## config.mk

```make
export PLATFORM = sky130hd
export DESIGN_NAME = control_sequencer
export DESIGN_NICKNAME = d
export VERILOG_FILES = /design/src/rtl/control_sequencer.sv
export SDC_FILE = /design/constraint.sdc
export NUM_CORES = 1
export LEC_CHECK = 0
export CAP_MARGIN = 5
export CELL_PAD_IN_SITES_DETAIL_PLACEMENT = 1
export CELL_PAD_IN_SITES_GLOBAL_PLACEMENT = 2
export CORE_MARGIN = 2
export CORE_UTILIZATION = 17
export CTS_BUF_LIST = sky130_fd_sc_hd__clkbuf_8
export CTS_CLUSTER_SIZE = 16
export DETAILED_ROUTE_END_ITERATION = 10
export HOLD_SLACK_MARGIN = 0.1
export PLACE_DENSITY_LB_ADDON = 0.1
export SLEW_MARGIN = 5
export SYNTH_ARGS = -nofsm -noshare
export SYNTH_HDL_FRONTEND = slang
export SYNTH_SLANG_ARGS = --single-unit
```

## constraint.sdc

```tcl
create_clock -name clk -period 2.1 [get_ports clk]
set_clock_uncertainty 0.15 [all_clocks]
set_input_delay 0.42 -clock clk [delete_from_list [all_inputs] [get_ports clk]]
set_output_delay 0.42 -clock clk [all_outputs]
set_load 0.01 [all_outputs]
```

## src/rtl/control_sequencer.sv

```systemverilog
// Hardwired T-state control unit for the 32-bit register-file CPU.
// Moore sequencer with a memory ready/strobe handshake and a sticky timeout fault.
module control_sequencer #(
  parameter int unsigned MEM_TIMEOUT = 16,
  parameter int unsigned TO_W        = 5
) (
  input  logic        clk,
  input  logic        reset_n,
  input  logic [31:0] ir,
  input  logic        mem_ready,
  output logic        pc_out,
  output logic        mar_in,
  output logic        inc_pc,
  output logic        pc_in,
  output logic        mdr_in,
  output logic        mdr_out,
  output logic        ir_in,
  output logic        read,
  output logic        write,
  output logic        y_in,
  output logic        z_in,
  output logic        zlow_out,
  output logic        c_out,
  output logic [3:0]  alu_op,
  output logic        gra,
  output logic        grb,
  output logic        grc,
  output logic        r_in,
  output logic        r_out,
  output logic        ba_out,
  output logic        run,
  output logic        fault
);

  localparam logic [4:0] OP_LD   = 5'b00000;
  localparam logic [4:0] OP_ST   = 5'b00010;
  localparam logic [4:0] OP_ADD  = 5'b00011;
  localparam logic [4:0] OP_SUB  = 5'b00100;
  localparam logic [4:0] OP_AND  = 5'b00101;
  localparam logic [4:0] OP_OR   = 5'b00110;
  localparam logic [4:0] OP_ADDI = 5'b01100;
  localparam logic [4:0] OP_HALT = 5'b11011;

  // S_RST is the reset-held T0: all strobes quiet until the first edge after release.
  typedef enum logic [3:0] {
    S_RST, S_T0, S_T1, S_T2, S_T3, S_T4, S_T5, S_T6, S_T7, S_HALT
  } state_e;

  state_e            state_q, state_d;
  logic [TO_W-1:0]   cnt_q, cnt_d;
  logic              fault_q, fault_d;

  logic [4:0] op_c;
  logic       is_alu_c, is_imm_c, is_mem_c, is_ld_c, is_st_c;
  logic       wait_c, timeout_c;
  logic       unused_ir;

  assign op_c      = ir[31:27];
  assign unused_ir = ^ir[26:0];
  assign is_ld_c   = (op_c == OP_LD);
  assign is_st_c   = (op_c == OP_ST);
  assign is_mem_c  = is_ld_c | is_st_c;
  assign is_imm_c  = is_mem_c | (op_c == OP_ADDI);
  assign is_alu_c  = (op_c == OP_ADD) | (op_c == OP_SUB) |
                     (op_c == OP_AND) | (op_c == OP_OR);

  assign wait_c    = (state_q == S_T1) |
                     ((state_q == S_T6) & is_ld_c) |
                     ((state_q == S_T7) & is_st_c);
  // The handshake wins over the timeout when mem_ready arrives on the last allowed cycle.
  assign timeout_c = wait_c & ~mem_ready & (cnt_q == TO_W'(MEM_TIMEOUT - 1));

  always_ff @(posedge clk or negedge reset_n) begin
    if (!reset_n) begin
      state_q <= S_RST;
      cnt_q   <= '0;
      fault_q <= 1'b0;
    end else begin
      state_q <= state_d;
      cnt_q   <= cnt_d;
      fault_q <= fault_d;
    end
  end

  always_comb begin
    state_d = state_q;
    cnt_d   = (wait_c && !mem_ready) ? cnt_q + TO_W'(1) : '0;
    fault_d = fault_q | timeout_c;
    unique case (state_q)
      S_RST:  state_d = S_T0;
      S_T0:   state_d = S_T1;
      S_T1:   if (mem_ready) state_d = S_T2;
              else if (timeout_c) state_d = S_HALT;
      S_T2:   state_d = S_T3;
      S_T3:   if (is_alu_c || is_imm_c) state_d = S_T4;
              else if (op_c == OP_HALT) state_d = S_HALT;
              else state_d = S_T0;
      S_T4:   state_d = S_T5;
      S_T5:   state_d = is_mem_c ? S_T6 : S_T0;
      S_T6:   if (!is_ld_c || mem_ready) state_d = S_T7;
              else if (timeout_c) state_d = S_HALT;
      S_T7:   if (!is_st_c || mem_ready) state_d = S_T0;
              else if (timeout_c) state_d = S_HALT;
      S_HALT: state_d = S_HALT;
      default: state_d = S_RST;
    endcase
  end

  always_comb begin
    pc_out = 1'b0; mar_in = 1'b0; inc_pc = 1'b0; pc_in = 1'b0;
    mdr_in = 1'b0; mdr_out = 1'b0; ir_in = 1'b0; read = 1'b0; write = 1'b0;
    y_in = 1'b0; z_in = 1'b0; zlow_out = 1'b0; c_out = 1'b0; alu_op = 4'b0000;
    gra = 1'b0; grb = 1'b0; grc = 1'b0; r_in = 1'b0; r_out = 1'b0; ba_out = 1'b0;
    run   = (state_q != S_HALT);
    fault = fault_q;
    unique case (state_q)
      S_T0: begin pc_out = 1'b1; mar_in = 1'b1; inc_pc = 1'b1; z_in = 1'b1; end
      S_T1: begin zlow_out = 1'b1; pc_in = 1'b1; read = 1'b1; mdr_in = 1'b1; end
      S_T2: begin mdr_out = 1'b1; ir_in = 1'b1; end
      S_T3: begin
        if (is_alu_c) begin grb = 1'b1; r_out = 1'b1; y_in = 1'b1; end
        else if (is_imm_c) begin grb = 1'b1; ba_out = 1'b1; y_in = 1'b1; end
      end
      S_T4: begin
        z_in = 1'b1;
        if (is_alu_c) begin
          grc = 1'b1; r_out = 1'b1;
          unique case (op_c)
            OP_SUB:  alu_op = 4'b0001;
            OP_AND:  alu_op = 4'b0010;
            OP_OR:   alu_op = 4'b0011;
            default: alu_op = 4'b0000;
          endcase
        end else begin
          c_out = 1'b1;
        end
      end
      S_T5: begin
        zlow_out = 1'b1;
        if (is_mem_c) mar_in = 1'b1;
        else begin gra = 1'b1; r_in = 1'b1; end
      end
      S_T6: begin
        mdr_in = 1'b1;
        if (is_ld_c) read = 1'b1;
        else begin gra = 1'b1; r_out = 1'b1; end
      end
      S_T7: begin
        if (is_ld_c) begin mdr_out = 1'b1; gra = 1'b1; r_in = 1'b1; end
        else write = 1'b1;
      end
      default: ;
    endcase
  end

endmodule

```

# [Yosys cells after proc, flatten, opt, wreduce, memory -nomap -nowiden]
# Index checks and enable logic that the tools add are counted.
[classes] n_addsub=1 n_eq_ne=18 muxes=38 bitwise_logic=13 n_reduce_logical=13
[op_table] operator="one-hot mux 4 bit (10 select lines)" count=1
[op_table] operator="two-way mux 4 bit" count=6
[op_table] operator="two-way mux 1 bit" count=20
[op_table] operator="== test 4 x 3 -> 1 bit, second input constant" count=4
[op_table] operator="== test 5 x 3 -> 1 bit, second input constant" count=3
[op_table] operator="== test 5 x 2 -> 1 bit, second input constant" count=2
[op_table] operator="== test 5 x 4 -> 1 bit, second input constant" count=2
[op_table] operator="one-hot mux 1 bit (2 select lines)" count=5
[op_table] operator="== test 4 x 2 -> 1 bit, second input constant" count=2
[op_table] operator="== test 4 bit, second input constant" count=2
[op_table] operator="bitwise OR 1 bit" count=8
[op_table] operator="OR reduction 2 bit" count=4
[op_table] operator="one-hot mux 2 bit (3 select lines)" count=1
[op_table] operator="adder 5 x 1 -> 5 bit, second input constant" count=1
[op_table] operator="== test 5 bit, second input constant" count=1
[op_table] operator="logical NOT 5 bit" count=1
[op_table] operator="two-way mux 5 bit" count=1
[op_table] operator="bitwise AND 1 bit" count=4
[op_table] operator="== test 4 x 1 -> 1 bit, second input constant" count=1
[op_table] operator="logical NOT 4 bit" count=1
[op_table] operator="two-way mux 2 bit" count=2
[op_table] operator="!= test 4 bit, second input constant" count=1
[op_table] operator="logical NOT 1 bit" count=3
[op_table] operator="logical OR 1 bit" count=3
[op_table] operator="other kinds (4)" count=4
[totals] regBits=10 in_bits=35 out_inout_bits=25 wordCells=86

# [Depth between registers and ports, before layout]
# Gate-level depths: netlist (run 1).
[depth] ltp_word=9 depth_mapped=6 mapped_depth_nobuf=6

# [Worst setup path before layout (run 1)]
# No wires, ideal clock.
[synth_path] path_type="input-to-output" from="input port ir[30]" to="output port mar_in" arrival_ns=1.846 required_ns=1.530 setup_slack_ns=-0.316 cell_stages=6 n_path_buf=2 path_cell_list="clkbuf_1 -> or4_4 -> buf_6 -> or3_1 -> o21a_1 -> nor2_1"
[synth_via] elab_chain_len=4 word_cells_on_any_way=5 cone_classes="eq/ne (1); mux (2); bitwise (1); reduce/logical (1)"
[synth_lines] item="start, declared" line_no="9" rtl="input logic [31:0] ir,"
[synth_lines] item="== test 5 x 2 -> 1 bit or logical NOT 5 bit (tied branches)" line_no="61, 60"
[synth_lines] item="bitwise OR 1 bit *" line_no="62" rtl="assign is_mem_c = is_ld_c | is_st_c;"
[synth_lines] item="two-way mux 1 bit *" line_no="140" rtl="if (is_mem_c) mar_in = 1'b1;"
[synth_lines] item="one-hot mux 1 bit (2 select lines) *" line_no="116" rtl="unique case (state_q)"
[synth_lines] item="end, declared" line_no="12" rtl="output logic mar_in,"
# Mark *: on every way between the ends. The rest lies on a longest branch, timed or not.

# [Final worst setup path (run 1)]
[layout_path] from="input port ir[29]" to="output port mar_in"
# Same word-level chain as after synthesis.

==> results.sh, run 1 <==
export IMPL_vias_per_cell=4.51
export IMPL_htree_levels=1
export IMPL_overflow=0
export IMPL_path_cells="buf_6, or4_4, or3_4, o21a_1, nor2_2, buf_2"
export IMPL_slowest_delay_ns=0.58
export IMPL_setup_viol=11
export IMPL_rsz0062_at_grt="true"
export IMPL_ys_async_sr_fraction_pct=100
export IMPL_core_area_um2=5470
export IMPL_violations="setup timing"
export IMPL_synth_edf_count=0
export IMPL_cts_buffers=3
export IMPL_synth_seq_area_share_pct=26.2
export IMPL_cp_slowest_cell="or4_4"
export IMPL_routedWlPerCell_um=14.7
export IMPL_finalCritPeriodShare_pct=111
export IMPL_grt_pass1_vias=1276
export IMPL_fin_crit_ns=2.33
export IMPL_dp_hpwl_um=2810
export IMPL_p_clk_share_pct=10.6
export IMPL_p_sw_mw=0.730
export IMPL_place_ws_ns=-1.02
export IMPL_arrival_ns=1.76
export IMPL_first_iter_violations=8
export IMPL_power_mw=1.82
export IMPL_hold_end="cnt_q[0]$_DFF_PN0_"
export IMPL_r2r_worst_path_cells=7
export IMPL_diodes=0
export IMPL_start_util_pct=17.5
export IMPL_clk_path_buf_depth=2
export IMPL_critPathKind="input pin to output port"
export IMPL_syn_inst=120
export IMPL_slew_violations=0
export IMPL_yosys_top_cells_area="dfrtp_1 26%, nand2b_1 5.2%, nor2_1 4.3%"
export IMPL_gr_usage_all_layers_pct=12.7
export IMPL_outcome="finished with violations"
export IMPL_cp_end_kind="output port"
export IMPL_path_delay_family="simple AND/OR/NAND/NOR gates"
export IMPL_worstReg2RegEnd="cnt_q[1]$_DFF_PN0_"
export IMPL_syn_avg_cell_area_um2=7.97
export IMPL_p_comb_share_pct=74.9
export IMPL_ys_seq_elements=10
export IMPL_p_int_mw=1.09
export IMPL_route_vias_total=1208
export IMPL_synthToLayoutAreaGrowth_pct=102
export IMPL_syn_area_um2=956
export IMPL_worstPathRequired_ns=1.53
export IMPL_min_path_cells=1
export IMPL_p_seq_share_pct=14.5
export IMPL_leakagePower_nw=0.879
export IMPL_rr_startpoint="state_q[2]$_DFF_PN0_"
export IMPL_fp_row_count=27
export IMPL_clock_sinks=10
export IMPL_hp_class="flip-flop to flip-flop"
export IMPL_crit_buf_inv=2
export IMPL_path_clk_slew_ns=0.04
export IMPL_drive_gt1_share_pct=61.2
export IMPL_dpl_cell_count=250
export IMPL_post_route_util_pct=35.3
export IMPL_wirelength_um=3940
export IMPL_start_kind="input pin"
export IMPL_switching_share_pct=40.1
export IMPL_ys_warn_count=0
export IMPL_grt_pass1_wl_um=6360
export IMPL_crit_path_max_fanout=4
export IMPL_dieArea_um2=6240
export IMPL_nNetsFinal=235
export IMPL_die_h_um=79.0
export IMPL_yosysUniqueCellTypes=47
export IMPL_drv_cap=0
export IMPL_drtAntennaViolNets=0
export IMPL_stdcell_count=268
export IMPL_synth_top_cell_area_share_pct=26.2
export IMPL_startpoint="ir[29]"
export IMPL_vdd_drop_max_mv=0.631
export IMPL_drc=0
export IMPL_power_density_nw_per_um2=943
export IMPL_reg2reg_slack_ns=-0.01
export IMPL_portBuffers=30
export IMPL_fmax_mhz=429
export IMPL_cts_tree="done"
export IMPL_clk_latency_ns=0.23
export IMPL_layout_filler_cells=675
export IMPL_gp_congestion=0.755
export IMPL_die_x_um=79.0
export IMPL_ys_flop_type="dfrtp_1"
export IMPL_io_pins=60
export IMPL_antenna_found_initial=0
export IMPL_finalHoldViolCount=0
export IMPL_dr_pass1_iters=4
export IMPL_hp_start="cnt_q[0]$_DFF_PN0_"
export IMPL_yosys_area_top_type="dfrtp_1"
export IMPL_grt_max_degree=12
export IMPL_setup_ws_ns=-0.231
export IMPL_root_buffer="clkbuf_8"
## per-stage QoR
stage | hold slack (ns) | cell area (um2) | setup TNS (ns)
floorplan | -0.0256 | 988 | -0.606
global placement | 0.304 | 1590 | -14.55
finish | 0.327 | 1930 | -0.685
detailed placement | 0.310 | 1590 | -15.18
CTS | 0.329 | 1770 | -1.07
global route | 0.352 | 1930 | -1.63
## cells in the final DEF, fill, tap and decap left out, types with 2 or more instances in the layout
master	n
nor3_2	7
or4b_4	2
nor2_2	2
dlygate4sd2_1	3
nand2b_4	2
nand3_1	2
dfrtp_1	9
buf_2	15
conb_1	2
buf_4	43
xor2_1	2
clkdlybuf4s50_1	3
a21oi_1	6
nand2b_1	6
ha_1	2
nor3b_2	2
nor2_4	2
nor4_2	2
buf_6	15
buf_8	2
a21o_1	2
nor2_1	7
clkbuf_8	3
nand2_1	6
o21a_4	2
xnor2_1	2
inv_1	3
clkdlybuf4s15_2	2
## cell usage after synthesis, types with 2 or more instances
cell / count
a21o_1: 2
a21oi_1: 7
buf_4: 4
buf_6: 2
clkbuf_1: 6
dfrtp_1: 10
ha_1: 2
inv_1: 4
nand2_1: 8
nand2b_1: 8
nand3_1: 2
nor2_1: 11
nor3_1: 8
nor3b_1: 3
nor4_1: 4
nor4b_1: 2
o21a_1: 3
o31ai_1: 2
or3_1: 2
xnor2_1: 2
xor2_1: 2
## worst max path at each step
stage / cells past startpoint / to
floorplan: 6 / mar_in
global placement: 6 / mar_in
detailed placement: 6 / mar_in
CTS: 6 / mar_in
global route: 6 / mar_in
finish: 6 / mar_in
## repair_timing
action                                  4_1_cts  5_1_grt
hold buffers                                  0        0
pin swaps                                    11       12
gates resized for setup                     136       25
setup buffers                                 8        7
endpoints found under the setup margin       32       26
## worst register-to-register path: cells and delay by family, from the launching register on
family	cells	cell delay, ns
AO/OA/AOI/OAI	1	0.23
buffers and inverters	3	0.38
flip-flops	1	0.39
multiplexers	1	0.25
AND/OR/NAND/NOR	2	0.64
## power groups by stage
stage,clock network (mW),logic [mW],registers (mW)
6_report,0.192,1.36,0.264
2_1_floorplan,0,0.466,0.267
3_3_place_gp,0,1.07,0.263
4_1_cts,0.201,1.22,0.259
5_1_grt,0.216,1.47,0.268
3_5_place_dp,0,1.08,0.262
## per-layer routing
metal | vias up | track usage [%] | part of all wire [%]
met5 | - | 0 | 0
li1 | 583 | - | -
met3 | 2 | 1.70 | 2.4
met1 | 603 | 16.6 | 47
met4 | 0 | 2.59 | 0.36
met2 | 20 | 22.3 | 50
## state kept, by name (all words and copies together) (netlist names)
signal / cells
cnt_q: 5
state_q: 4
fault: 1
## final cells by class
class | count | area, um2 | area share [%]
multi-input cells | 94 | 830 | 43.0
repair buffers | 85 | 701 | 36.3
clock buffers | 3 | 41.3 | 2.14
flip-flops and latches | 10 | 251 | 13.0
inverters | 4 | 17.5 | 0.907
well taps | 72 | 90.1 | 4.67
## logic make-up after synthesis
| kind of cell | Yosys count | synth area share, % |
|---|---|---|
| and+or+nand+nor | 58 | 34.9 |
| AOI/OAI and AO/OA | 26 | 20.0 |
| buffers and inverters | 17 | 9.95 |
| DFF | 10 | 26.2 |
| xor gates and xnor gates | 4 | 3.67 |
| adders and majority gates | 2 | 2.62 |
| muxes | 2 | 2.23 |
| other | 1 | 0.392 |
No activity file was read; power rests on OpenSTA's default activity.
==> run 2: changes to the inputs <==
--- a/config.mk
+++ b/config.mk
@@ -9,7 +9,7 @@
 export CELL_PAD_IN_SITES_DETAIL_PLACEMENT = 1
 export CELL_PAD_IN_SITES_GLOBAL_PLACEMENT = 2
 export CORE_MARGIN = 2
-export CORE_UTILIZATION = 17
+export CORE_UTILIZATION = 21
 export CTS_BUF_LIST = sky130_fd_sc_hd__clkbuf_8
 export CTS_CLUSTER_SIZE = 16
 export DETAILED_ROUTE_END_ITERATION = 10
==> constraint.sdc (replaced) <==
create_clock -name clk -period 3 [get_ports clk]
set_clock_uncertainty 0.15 [all_clocks]
set_input_delay 0.6 -clock clk [delete_from_list [all_inputs] [get_ports clk]]
set_output_delay 0.6 -clock clk [all_outputs]
set_load 0.01 [all_outputs]
==> run 2 against run 1 <==
Non-clock buffer count shrank 30. Via count shrank 13%. The run now ends clean. Utilization decreased by 1.5 points. Largest power group unchanged. Global-route usage up 0.15 points. Final area down 23%.
==> results.sh, run 2 (synthesis gave the netlist of run 1 again) <==
export IMPL_outcome="complete, no violations"
export IMPL_power_density_nw_per_um2=642
export IMPL_min_path_cells=1
export IMPL_io_pins=60
export IMPL_portBuffers=30
export IMPL_grt_pass1_vias=1121
export IMPL_route_vias_total=1049
export IMPL_met3_length_um=88
export IMPL_leakagePower_nw=0.679
export IMPL_crit_path_max_fanout=5
export IMPL_met1_length_um=1550
export IMPL_core_area_um2=4380
export IMPL_top_register="cnt_q"
export IMPL_power_mw=0.950
export IMPL_clk_path_buf_depth=2
export IMPL_path_cells="dlygate4sd2_1, or4_4, nor2_2, buf_4, o22a_1, nor2_1, dlygate4sd2_1"
export IMPL_finalCritPeriodShare_pct=97.5
export IMPL_htree_levels=1
export IMPL_worstPathRequired_ns=2.25
export IMPL_ff_latch_area_um2=250
export IMPL_vdd_drop_max_mv=0.395
export IMPL_r2r_worst_path_cells=5
export IMPL_cts_tree="done"
export IMPL_cpMostUsedCell="dlygate4sd2_1"
export IMPL_drtAntennaViolNets=0
export IMPL_drive_gt1_share_pct=24.6
export IMPL_placed_area_um2=1420
export IMPL_clk_latency_ns=0.23
export IMPL_critPathKind="input pin to output port"
export IMPL_routedWlPerCell_um=14.4
export IMPL_layout_common_cells="25 x buf_4, 16 x clkdlybuf4s50_1, 10 x nor2_1, 10 x dfrtp_1, 9 x dlygate4sd2_1"
export IMPL_cp_slowest_cell="or4_4"
export IMPL_finalHoldViolCount=0
export IMPL_die_x_um=71.5
export IMPL_nNetsFinal=205
export IMPL_antenna_found_initial=0
export IMPL_hp_class="flip-flop to flip-flop"
export IMPL_die_h_um=71.5
export IMPL_gr_usage_all_layers_pct=12.8
export IMPL_overflow=0
export IMPL_path_delay_family="simple AND/OR/NAND/NOR gates"
export IMPL_layout_filler_cells=525
export IMPL_cp_end_kind="output port"
export IMPL_start_util_pct=21.8
export IMPL_grt_pass1_wl_um=5370
export IMPL_dp_hpwl_um=2430
export IMPL_cts_buffers=3
export IMPL_multi_input_area_um2=628
export IMPL_setup_ws_ns=0.0739
export IMPL_path_clk_slew_ns=0.05
export IMPL_clock_sinks=10
export IMPL_stdcell_count=219
export IMPL_start_kind="input pin"
export IMPL_reg2reg_slack_ns=0.93
export IMPL_wirelength_um=3150
export IMPL_rr_startpoint="state_q[0]$_DFF_PN0_"
export IMPL_root_buffer="clkbuf_8"
export IMPL_fin_hold_ws_ns=0.333
export IMPL_largest_reg_flops=5
export IMPL_fmax_mhz=342
export IMPL_crit_buf_inv=3
export IMPL_diodes=0
export IMPL_hold_buffers=0
export IMPL_top_layer_used="met4"
export IMPL_dieArea_um2=5110
export IMPL_place_ws_ns=-0.485
export IMPL_worstReg2RegEnd="cnt_q[2]$_DFF_PN0_"
export IMPL_fp_row_count=24
export IMPL_post_route_util_pct=33.8
export IMPL_gp_congestion=0.723
export IMPL_fin_area_um2=1480
export IMPL_drc=0
export IMPL_grt_max_degree=16
export IMPL_fin_crit_ns=2.93
export IMPL_drv_cap=0
export IMPL_first_iter_violations=39
export IMPL_vias_per_cell=4.79
export IMPL_final_setup_tns_ns=0
export IMPL_hold_end="cnt_q[0]$_DFF_PN0_"
export IMPL_slew_violations=0
export IMPL_setup_viol=0
export IMPL_dr_wl_met2_um=1480
export IMPL_synthToLayoutAreaGrowth_pct=54.8
export IMPL_arrival_ns=2.18
export IMPL_dpl_cell_count=213
export IMPL_slowest_delay_ns=0.60
export IMPL_dr_pass1_iters=4
export IMPL_hp_start="cnt_q[0]$_DFF_PN0_"
export IMPL_rsz0062_at_grt="false"
export IMPL_final_common_cell="buf_4"
[run 2: worst max path at each step]
stage | from | to | slack [ns] | depth (start not counted)
floorplan | ir[30] | mar_in | 0.22 | 6
detailed placement | ir[27] | mar_in | -0.48 | 6
CTS | ir[30] | gra | 0.04 | 8
finish | ir[29] | r_out | 0.07 | 7
global route | ir[29] | r_out | 0.01 | 7
global placement | ir[27] | mar_in | -0.47 | 6
[run 2: metal layers]
metal  global-route usage [%]  vias to the layer above
met2                     21.7                       16
met3                    0.985                        4
met5                        0                        -
met4                     3.77                        0
li1                         -                      521
met1                     17.5                      508
[run 2: power breakdown]
part	switching (mW)	total [mW]	internal (mW)
sequential	0.0120	0.172	0.160
combinational	0.320	0.613	0.293
clock	0.0505	0.166	0.115
total	0.382	0.950	0.568
[run 2: area by class of cell]
cell class / instances / share of cell area [%]
Clock buffer: 4 / 3.72
Multi-Input combinational cell: 94 / 42.4
Timing Repair Buffer: 55 / 31.5
Inverter: 4 / 1.01
Sequential cell: 10 / 16.9
Tap cell: 52 / 4.40
[run 2: what timing repair did]
item / 4_1_cts / 5_1_grt
pin swaps: 1 / 1
buffers inserted: 3 / 0
endpoints found under the setup margin: 12 / 5
gates resized for setup: 25 / 3
